<file path="src/rtl/alu_div_pkg.sv">
// Shared types and constants for the radix-2 restoring divider.
package alu_div_pkg;

   localparam int unsigned DIV_WIDTH = 32;
   localparam int unsigned DIV_LAT   = DIV_WIDTH + 1;

   typedef enum logic [1:0] {
      OP_DIV  = 2'b00,
      OP_DIVU = 2'b01,
      OP_REM  = 2'b10,
      OP_REMU = 2'b11
   } div_op_e;

   typedef enum logic [1:0] {
      S_IDLE = 2'b00,
      S_CALC = 2'b01,
      S_FIX  = 2'b10,
      S_DONE = 2'b11
   } div_state_e;

endpackage

</file>
<file path="src/rtl/alu_div_step_unit.sv">
// One combinational restoring-division step: shift in a dividend bit, trial-subtract the divisor.
module alu_div_step_unit #(
   parameter int unsigned WIDTH = 32
) (
   input  logic [WIDTH-1:0] i_rem,
   input  logic             i_bit,
   input  logic [WIDTH-1:0] i_div,
   output logic [WIDTH:0]   o_rem,
   output logic             o_qbit
);

   logic [WIDTH:0] w_shift;
   logic [WIDTH:0] w_diff;

   assign w_shift = {i_rem, i_bit};
   assign w_diff  = w_shift - {1'b0, i_div};
   assign o_qbit  = ~w_diff[WIDTH];
   assign o_rem   = o_qbit ? w_diff : w_shift;

endmodule

</file>
<file path="src/rtl/alu_divider_32bit_unit.sv">
// Multi-cycle RV32M divider (DIV/DIVU/REM/REMU): IDLE -> CALC -> FIX -> DONE.
// Define DIV_FAST_SPECIAL_EN to short-circuit divide-by-zero and signed overflow straight to DONE.
module alu_divider_32bit_unit
   import alu_div_pkg::*;
#(
   parameter int unsigned WIDTH = DIV_WIDTH
) (
   input  logic             i_clk,
   input  logic             i_rst,
   input  logic             i_start,
   input  logic [1:0]       i_op,
   input  logic [WIDTH-1:0] i_a,
   input  logic [WIDTH-1:0] i_b,
   output logic             o_ready,
   output logic             o_valid,
   output logic [WIDTH-1:0] o_result
);

   localparam int unsigned     CNT_W   = $clog2(WIDTH);
   localparam logic [WIDTH-1:0] MIN_INT = {1'b1, {(WIDTH-1){1'b0}}};

   div_state_e       r_state;
   div_op_e          r_op;
   logic             r_sa, r_sb, r_bz, r_ovf;
   logic [WIDTH:0]   r_rem;
   logic [WIDTH-1:0] r_quo, r_div, r_a, r_result;
   logic [CNT_W-1:0] r_cnt;

   logic             w_signed_in, w_a_neg, w_b_neg, w_bz, w_ovf;
   logic [WIDTH-1:0] w_a_abs, w_b_abs;
   logic [WIDTH:0]   w_step_rem;
   logic             w_qbit;
   logic             w_unused_rem_msb;
   logic [WIDTH-1:0] w_q_s, w_r_s, w_q, w_r, w_fix_result;

   assign w_signed_in = ~i_op[0];
   assign w_a_neg     = w_signed_in & i_a[WIDTH-1];
   assign w_b_neg     = w_signed_in & i_b[WIDTH-1];
   assign w_a_abs     = w_a_neg ? -i_a : i_a;
   assign w_b_abs     = w_b_neg ? -i_b : i_b;
   assign w_bz        = (i_b == '0);
   assign w_ovf       = w_signed_in & (i_a == MIN_INT) & (i_b == '1);

   // The partial remainder always stays below the divisor, so its top bit never feeds the next step.
   assign w_unused_rem_msb = r_rem[WIDTH];

   alu_div_step_unit #(.WIDTH(WIDTH)) u_step (
      .i_rem  (r_rem[WIDTH-1:0]),
      .i_bit  (r_quo[WIDTH-1]),
      .i_div  (r_div),
      .o_rem  (w_step_rem),
      .o_qbit (w_qbit)
   );

   assign w_q_s = (r_sa ^ r_sb) ? -r_quo : r_quo;
   assign w_r_s = r_sa ? -r_rem[WIDTH-1:0] : r_rem[WIDTH-1:0];

   always_comb begin
      w_q = w_q_s;
      w_r = w_r_s;
      if (r_bz) begin
         w_q = '1;
         w_r = r_a;
      end else if (r_ovf) begin
         w_q = MIN_INT;
         w_r = '0;
      end
      w_fix_result = (r_op == OP_REM || r_op == OP_REMU) ? w_r : w_q;
   end

   assign o_ready  = (r_state == S_IDLE);
   assign o_valid  = (r_state == S_DONE);
   assign o_result = r_result;

   always_ff @(posedge i_clk) begin
      if (i_rst) begin
         r_state  <= S_IDLE;
         r_op     <= OP_DIV;
         r_sa     <= 1'b0;
         r_sb     <= 1'b0;
         r_bz     <= 1'b0;
         r_ovf    <= 1'b0;
         r_rem    <= '0;
         r_quo    <= '0;
         r_div    <= '0;
         r_a      <= '0;
         r_cnt    <= '0;
         r_result <= '0;
      end else begin
         case (r_state)
            S_IDLE: begin
               if (i_start) begin
                  r_op  <= div_op_e'(i_op);
                  r_sa  <= w_a_neg;
                  r_sb  <= w_b_neg;
                  r_bz  <= w_bz;
                  r_ovf <= w_ovf;
                  r_a   <= i_a;
                  r_quo <= w_a_abs;
                  r_div <= w_b_abs;
                  r_rem <= '0;
                  r_cnt <= CNT_W'(WIDTH - 1);
`ifdef DIV_FAST_SPECIAL_EN
                  if (w_bz) begin
                     r_result <= i_op[1] ? i_a : '1;
                     r_state  <= S_DONE;
                  end else if (w_ovf) begin
                     r_result <= i_op[1] ? '0 : MIN_INT;
                     r_state  <= S_DONE;
                  end else begin
                     r_state <= S_CALC;
                  end
`else
                  r_state <= S_CALC;
`endif
               end
            end
            S_CALC: begin
               r_rem <= w_step_rem;
               r_quo <= {r_quo[WIDTH-2:0], w_qbit};
               if (r_cnt == '0) begin
                  r_state <= S_FIX;
               end else begin
                  r_cnt <= r_cnt - 1'b1;
               end
            end
            S_FIX: begin
               r_result <= w_fix_result;
               r_state  <= S_DONE;
            end
            default: r_state <= S_IDLE;
         endcase
      end
   end

endmodule

</file>
<file path="config.mk">
export PLATFORM = sky130hd
export DESIGN_NAME = alu_divider_32bit_unit
export DESIGN_NICKNAME = d
export VERILOG_FILES = /design/src/rtl/alu_div_pkg.sv /design/src/rtl/alu_div_step_unit.sv /design/src/rtl/alu_divider_32bit_unit.sv
export SDC_FILE = /design/constraint.sdc
export NUM_CORES = 1
export LEC_CHECK = 0
export ABC_AREA = 1
export ABC_CLOCK_PERIOD_IN_PS = 6200
export CAP_MARGIN = 10
export CORE_MARGIN = 3
export CORE_UTILIZATION = 30
export CTS_BUF_LIST = sky130_fd_sc_hd__clkbuf_8
export DETAILED_ROUTE_END_ITERATION = 12
export SYNTH_ARGS = -nofsm -noshare
export SYNTH_HDL_FRONTEND = slang
export SYNTH_SLANG_ARGS = --single-unit
</file>
<file path="constraint.sdc">
create_clock -name i_clk -period 6.2 [get_ports i_clk]
set_input_delay 1.24 -clock i_clk [delete_from_list [all_inputs] [get_ports i_clk]]
set_output_delay 1.24 -clock i_clk [all_outputs]
set_load 0.02 [all_outputs]
</file>
[Yosys cells after proc, flatten, opt, wreduce, memory -nomap -nowiden]
Index checks and enable logic that the tools add are counted.
Storage, ports and cells
  bits in registers: 173
  output and inout port bits: 34
  logic and storage cells: 64
Cells by class
  add/sub/neg operators: 6
  equal/unequal tests: 10
  mux-type cells: 20
  bitwise operators: 7
  reductions and logical operators: 9
Operators with widths (number)
  two-way mux 32 bit: 12
  negation 32 bit: 4
  case mux 32 bit (2 select lines): 2
  == test 32 bit, second input constant: 2
  subtractor 33 x 32 -> 33 bit: 1
  zero test 32 bit: 1
  two-way mux 5 bit: 2
  case mux 5 bit (2 select lines): 1
  == test 2 bit, second input constant: 4
  inequality test 2 bit, second input constant: 3
  case mux 2 bit (3 select lines): 1
  AND reduction 2 bit: 3
  zero test 5 bit: 1
  subtractor 5 x 1 -> 5 bit, second input constant: 1
  AND 1 bit: 4
  two-way mux 2 bit: 2
  AND reduction 3 bit: 1
  == test 2 x 1 -> 1 bit, second input constant: 1
  zero test 2 bit: 1
  inverter 1 bit: 2
  nonzero test 2 bit: 1
  logical OR 1 bit: 1
  XOR 1 bit: 1

[Logic depth before layout (Yosys ltp)]
  depth after elaboration: 5
  depth in mapped cells: 18
  mapped depth without buffers: 17

[Cells and area by module]
Synthesis repeated with hierarchy kept, for this count alone.
Second synthesis, totals
  cell total of the unflattened synthesis: 2376
  area total of the unflattened synthesis: 13899.6 µm²
Modules (own cells, without submodules)
  alu_divider_32bit_unit: instances 1, cells an instance 1757, area an instance 10996.8 µm², seq. area each 3443.3 µm²
  alu_div_step_unit: instances 1, cells an instance 619, area an instance 2902.8 µm², seq. area each 0.0 µm²

[Worst setup path before layout]
Ideal clock, no wire load.
  kind: input -> register
  start: in i_b[0]
  end: reg r_div[26]
  library setup time: 0.115 ns
  arrival time: 2.449 ns
  data required time: 6.085 ns
  slack: 3.636 ns
  cell stages on the path: 12
  path buffers: 0
  cells stage by stage: inv_1 ha_1 inv_1 nor3_2 nand3_1 nor2_1 nand4_1 nand2_1 nand2_1 xor2_1 o21ai_0 inv_1
Between the ends
  cells in the longest elaborated chain, start to end: 2
Ends and longest elaborated chain
  from (decl): RTL line alu_divider_32bit_unit.sv:13  | input logic [WIDTH-1:0] i_b,
  negation 32 bit: RTL line alu_divider_32bit_unit.sv:40  | assign w_b_abs = w_b_neg ? -i_b : i_b;
  two-way mux 32 bit: RTL line alu_divider_32bit_unit.sv:40
  to (signal assigned): RTL line alu_divider_32bit_unit.sv:100  | r_div <= w_b_abs;
  to (decl): RTL line alu_divider_32bit_unit.sv:26  | logic [WIDTH-1:0] r_quo, r_div, r_a, r_result;
Every way passes these cells.
A chain may end at the register's enable or synchronous reset.

[Final worst setup path]
  start: reg r_state[1]
  end: reg r_quo[26]
Between the ends
  cells in the longest elaborated chain, start to end: 3
Ends and longest elaborated chain
  from (decl): RTL line alu_divider_32bit_unit.sv:22  | div_state_e r_state;
  from (signal assigned): RTL line alu_divider_32bit_unit.sv:77  | r_state <= S_IDLE;
  from (signal assigned): RTL line alu_divider_32bit_unit.sv:114  | r_state <= S_CALC;
  from (signal assigned): RTL line alu_divider_32bit_unit.sv:122  | r_state <= S_FIX;
  == test 2 x 1 -> 1 bit or zero test 2 bit (tied branches): RTL line alu_divider_32bit_unit.sv:90  | case (r_state)
  nonzero test 2 bit (no source line) or inequality test 2 bit (tied branches)
  AND reduction 2 bit (no source line)
  to (signal assigned): RTL line alu_divider_32bit_unit.sv:99  | r_quo <= w_a_abs;
  to (signal assigned): RTL line alu_divider_32bit_unit.sv:120  | r_quo <= {r_quo[WIDTH-2:0], w_qbit};
  to (decl): RTL line alu_divider_32bit_unit.sv:26
Parallel ways exist; a longest one is shown, timed or not.

==> flow_summary.yaml <==
run_status:
  status: "complete, no violations"
hold_path:
  hold_class: "reg -> reg"
sta:
  fin_crit_sh: 0.656
  skew_ns: 0.0224
  holdWs_ns: 0.461
  hold_viol_final: 0
  report.final.slew_viol_count: 0
  fmax_mhz: 246
  fin_ws_ns: 2.13
  tightest_slew_ns: 1.05
  setup_violations: 0
  rsz0062_at_grt: "no"
  slew_headroom: 0.296
  period_needed_ns: 4.07
  fin_tns_setup_ns: 0
global_routing:
  grt_usage: 0.211
  grt_pass1_wl_um: 82200
  antenna_found_initial: 1
  grt_pass1_vias: 14300
  grt_max_degree: 68
  grt_overflow: 0
route:
  drc: 0
  viasPerCell: 5.11
  postRouteAntennaNets: 0
  drt_wl_total_um: 53100
  vias: 15600
  drt-pass1-iter-count: 5
  drtIter0Drc: 1648
  wl_per_cell_um: 17.4
logic_synthesis:
  syn_area_sq_mm: 0.0140
  synth.top_cell.area_share: 0.246
  synth_edf_count: 0
  seq_area_frac_synth: 0.246
  ys_types: 48
  synth_ff_type: "dfxtp_1"
  yosys.cell_count.top_type: "nand2_1"
  synthArstFlopShare: 0
  yosysWarnings: 0
  yosys_register_bits: 172
  synth_largest_area_cell: "dfxtp_1"
  synth_area_leaders: "dfxtp_1, nand2_1, a21oi_1"
  syn_nets: 2509
  syn_area_per_cell_sq_um: 5.83
  syn_inst: 2396
  synth_commonest_cells: "nand2_1, inv_1, a21oi_1, nand3_1, nor2_1"
clock_network:
  cts_root_buf: "clkbuf_8"
  cts_resized: 0
  htree_num_levels: 4
  cts_tree: "built"
  post_cts_buffers: 0
  cts_sinks: 172
  cts_buffer_depth: 2
  path_clk_slew_ns: 0.10
  holdBufCountCts: 0
  insertion_delay_ns: 0.51
  cts_buffers: 17
final_layout:
  post-route-util: 0.347
  instances_no_fill: 3048
  n_fill_cell: 5169
  nets: 2550
  area_delta_synth_final_pct: 13.4
  multi_input_area_sq_mm: 0.00888
  fin_area_sq_mm: 0.0158
  register_area_sq_mm: 0.00344
  drive_gt1_frac: 0.0552
job:
  cap_violations: 0
floorplanning:
  initial_core_util: 0.306
  die_h_um: 222
  fp.dieArea_sq_mm: 0.0492
  num_rows: 78
  io_pins: 103
  dieWidth_um: 222
  core_area_sq_mm: 0.0457
placed_design:
  port_buffers: 102
  dp_hpwl_um: 42300
  gp_congestion: 0.943
  dpl-instance-area_sq_mm: 0.0154
  dp.cells: 3018
  preCtsSetupSlack_ns: 2.15
critical_path:
  cp_data_required_time_ns: 6.62
  critPathKind: "reg -> reg"
  crit_path_cell_trace: "inv_1 > ha_1 > buf_4 > inv_1 > o21ai_1 > inv_2 > buf_4 > a21oi_1 > o21ai_0 > a21oi_1"
  worstPathArrival_ns: 4.49
  cp_num_buf_inv: 5
  rrSetupSlack_ns: 2.13
  end_kind: "flip-flop"
  crit_fanout: 45
  cpPeakStageDelay_ns: 1.00
  crit_slowest_cell: "o21ai_1"
  cp-start-kind: "flip-flop"
  critPathTopFamily: "buffers and inverters"
power:
  p_total_mw: 6.92
  p_per_area_mw_per_mm2: 437
  peakVddDrop_v: 0.000341
  p_leak_nw: 7.38
==> final cells by class <==
type                            count  share of cell area
Tap cell                          600              0.0474
Clock buffer                       20              0.0174
Clock inverter                      9             0.00782
Antenna cell                        1            0.000158
Timing Repair Buffer              115              0.0704
Multi-Input combinational cell   1798               0.561
Sequential cell                   172               0.217
Inverter                          333              0.0789
==> registers in the layout, summed over array words and instances, names as in the netlist <==
register  flops
o_result     32
r_a          32
r_div        32
r_quo        32
r_rem        32
r_cnt         5
r_state       2
r_bz          1
r_op          1
r_ovf         1
r_sa          1
r_sb          1
==> path summary, 6_finish.rpt <==
| check | from | endpoint | depth (start not counted) |
|---|---|---|---|
| setup / recovery | r_state[1] | r_quo[26] | 10 |
| hold / removal | r_a[12] | r_a[12] | 2 |
| setup reg to reg | r_state[1] | r_quo[26] | 10 |
| hold reg to reg | r_a[12] | r_a[12] | 2 |
==> per-layer routing <==
layer / part of all wire / up-vias / global-route usage
li1: - / 7870 / -
met2: 0.44 / 531 / 0.329
met3: 0.065 / 64 / 0.0273
met4: 0.028 / 0 / 0.0669
met5: 0 / - / 0
met1: 0.47 / 7115 / 0.301
==> cells by family after synthesis <==
family                     share of synthesized area
buffers and inverters                          0.119
and+or+nand+nor                                0.379
AOI/OAI and AO/OA                              0.195
DFF                                            0.246
xor gates and xnor gates                      0.0219
adders and majority gates                     0.0399
==> worst register-to-register path, delay by kind of cell, from the launching register on <==
family                   cells  cell delay [ns]
AO/OA/AOI/OAI                4             1.46
buffers and inverters        5             2.03
adder cells (fa/ha/maj)      1             0.15
flip-flops                   1             0.34
==> power breakdown <==
part | switching, mW | total (mW) | internal (mW)
Sequential | 0.294 | 1.69 | 1.39
Clock | 0.427 | 0.846 | 0.419
Combinational | 3.02 | 4.39 | 1.37
Total | 3.74 | 6.92 | 3.19
==> cell usage in the layout, fill, tap and decap left out, types with 8 or more instances in the layout <==
master / count
a21oi_2: 15
nand2_2: 25
nand2_1: 657
o21ai_0: 176
clkbuf_8: 20
a21oi_1: 261
o211ai_1: 21
clkdlybuf4s50_1: 101
nand3_2: 14
inv_1: 319
buf_4: 14
xor2_1: 22
ha_1: 43
dfxtp_1: 172
inv_2: 16
nor2_1: 199
o21ai_1: 9
nand3_1: 220
nor4_1: 8
nand4_1: 30
nor3_1: 21
nand3b_1: 14
xnor2_1: 13
Note: power is estimated with default switching activity, not from simulation.
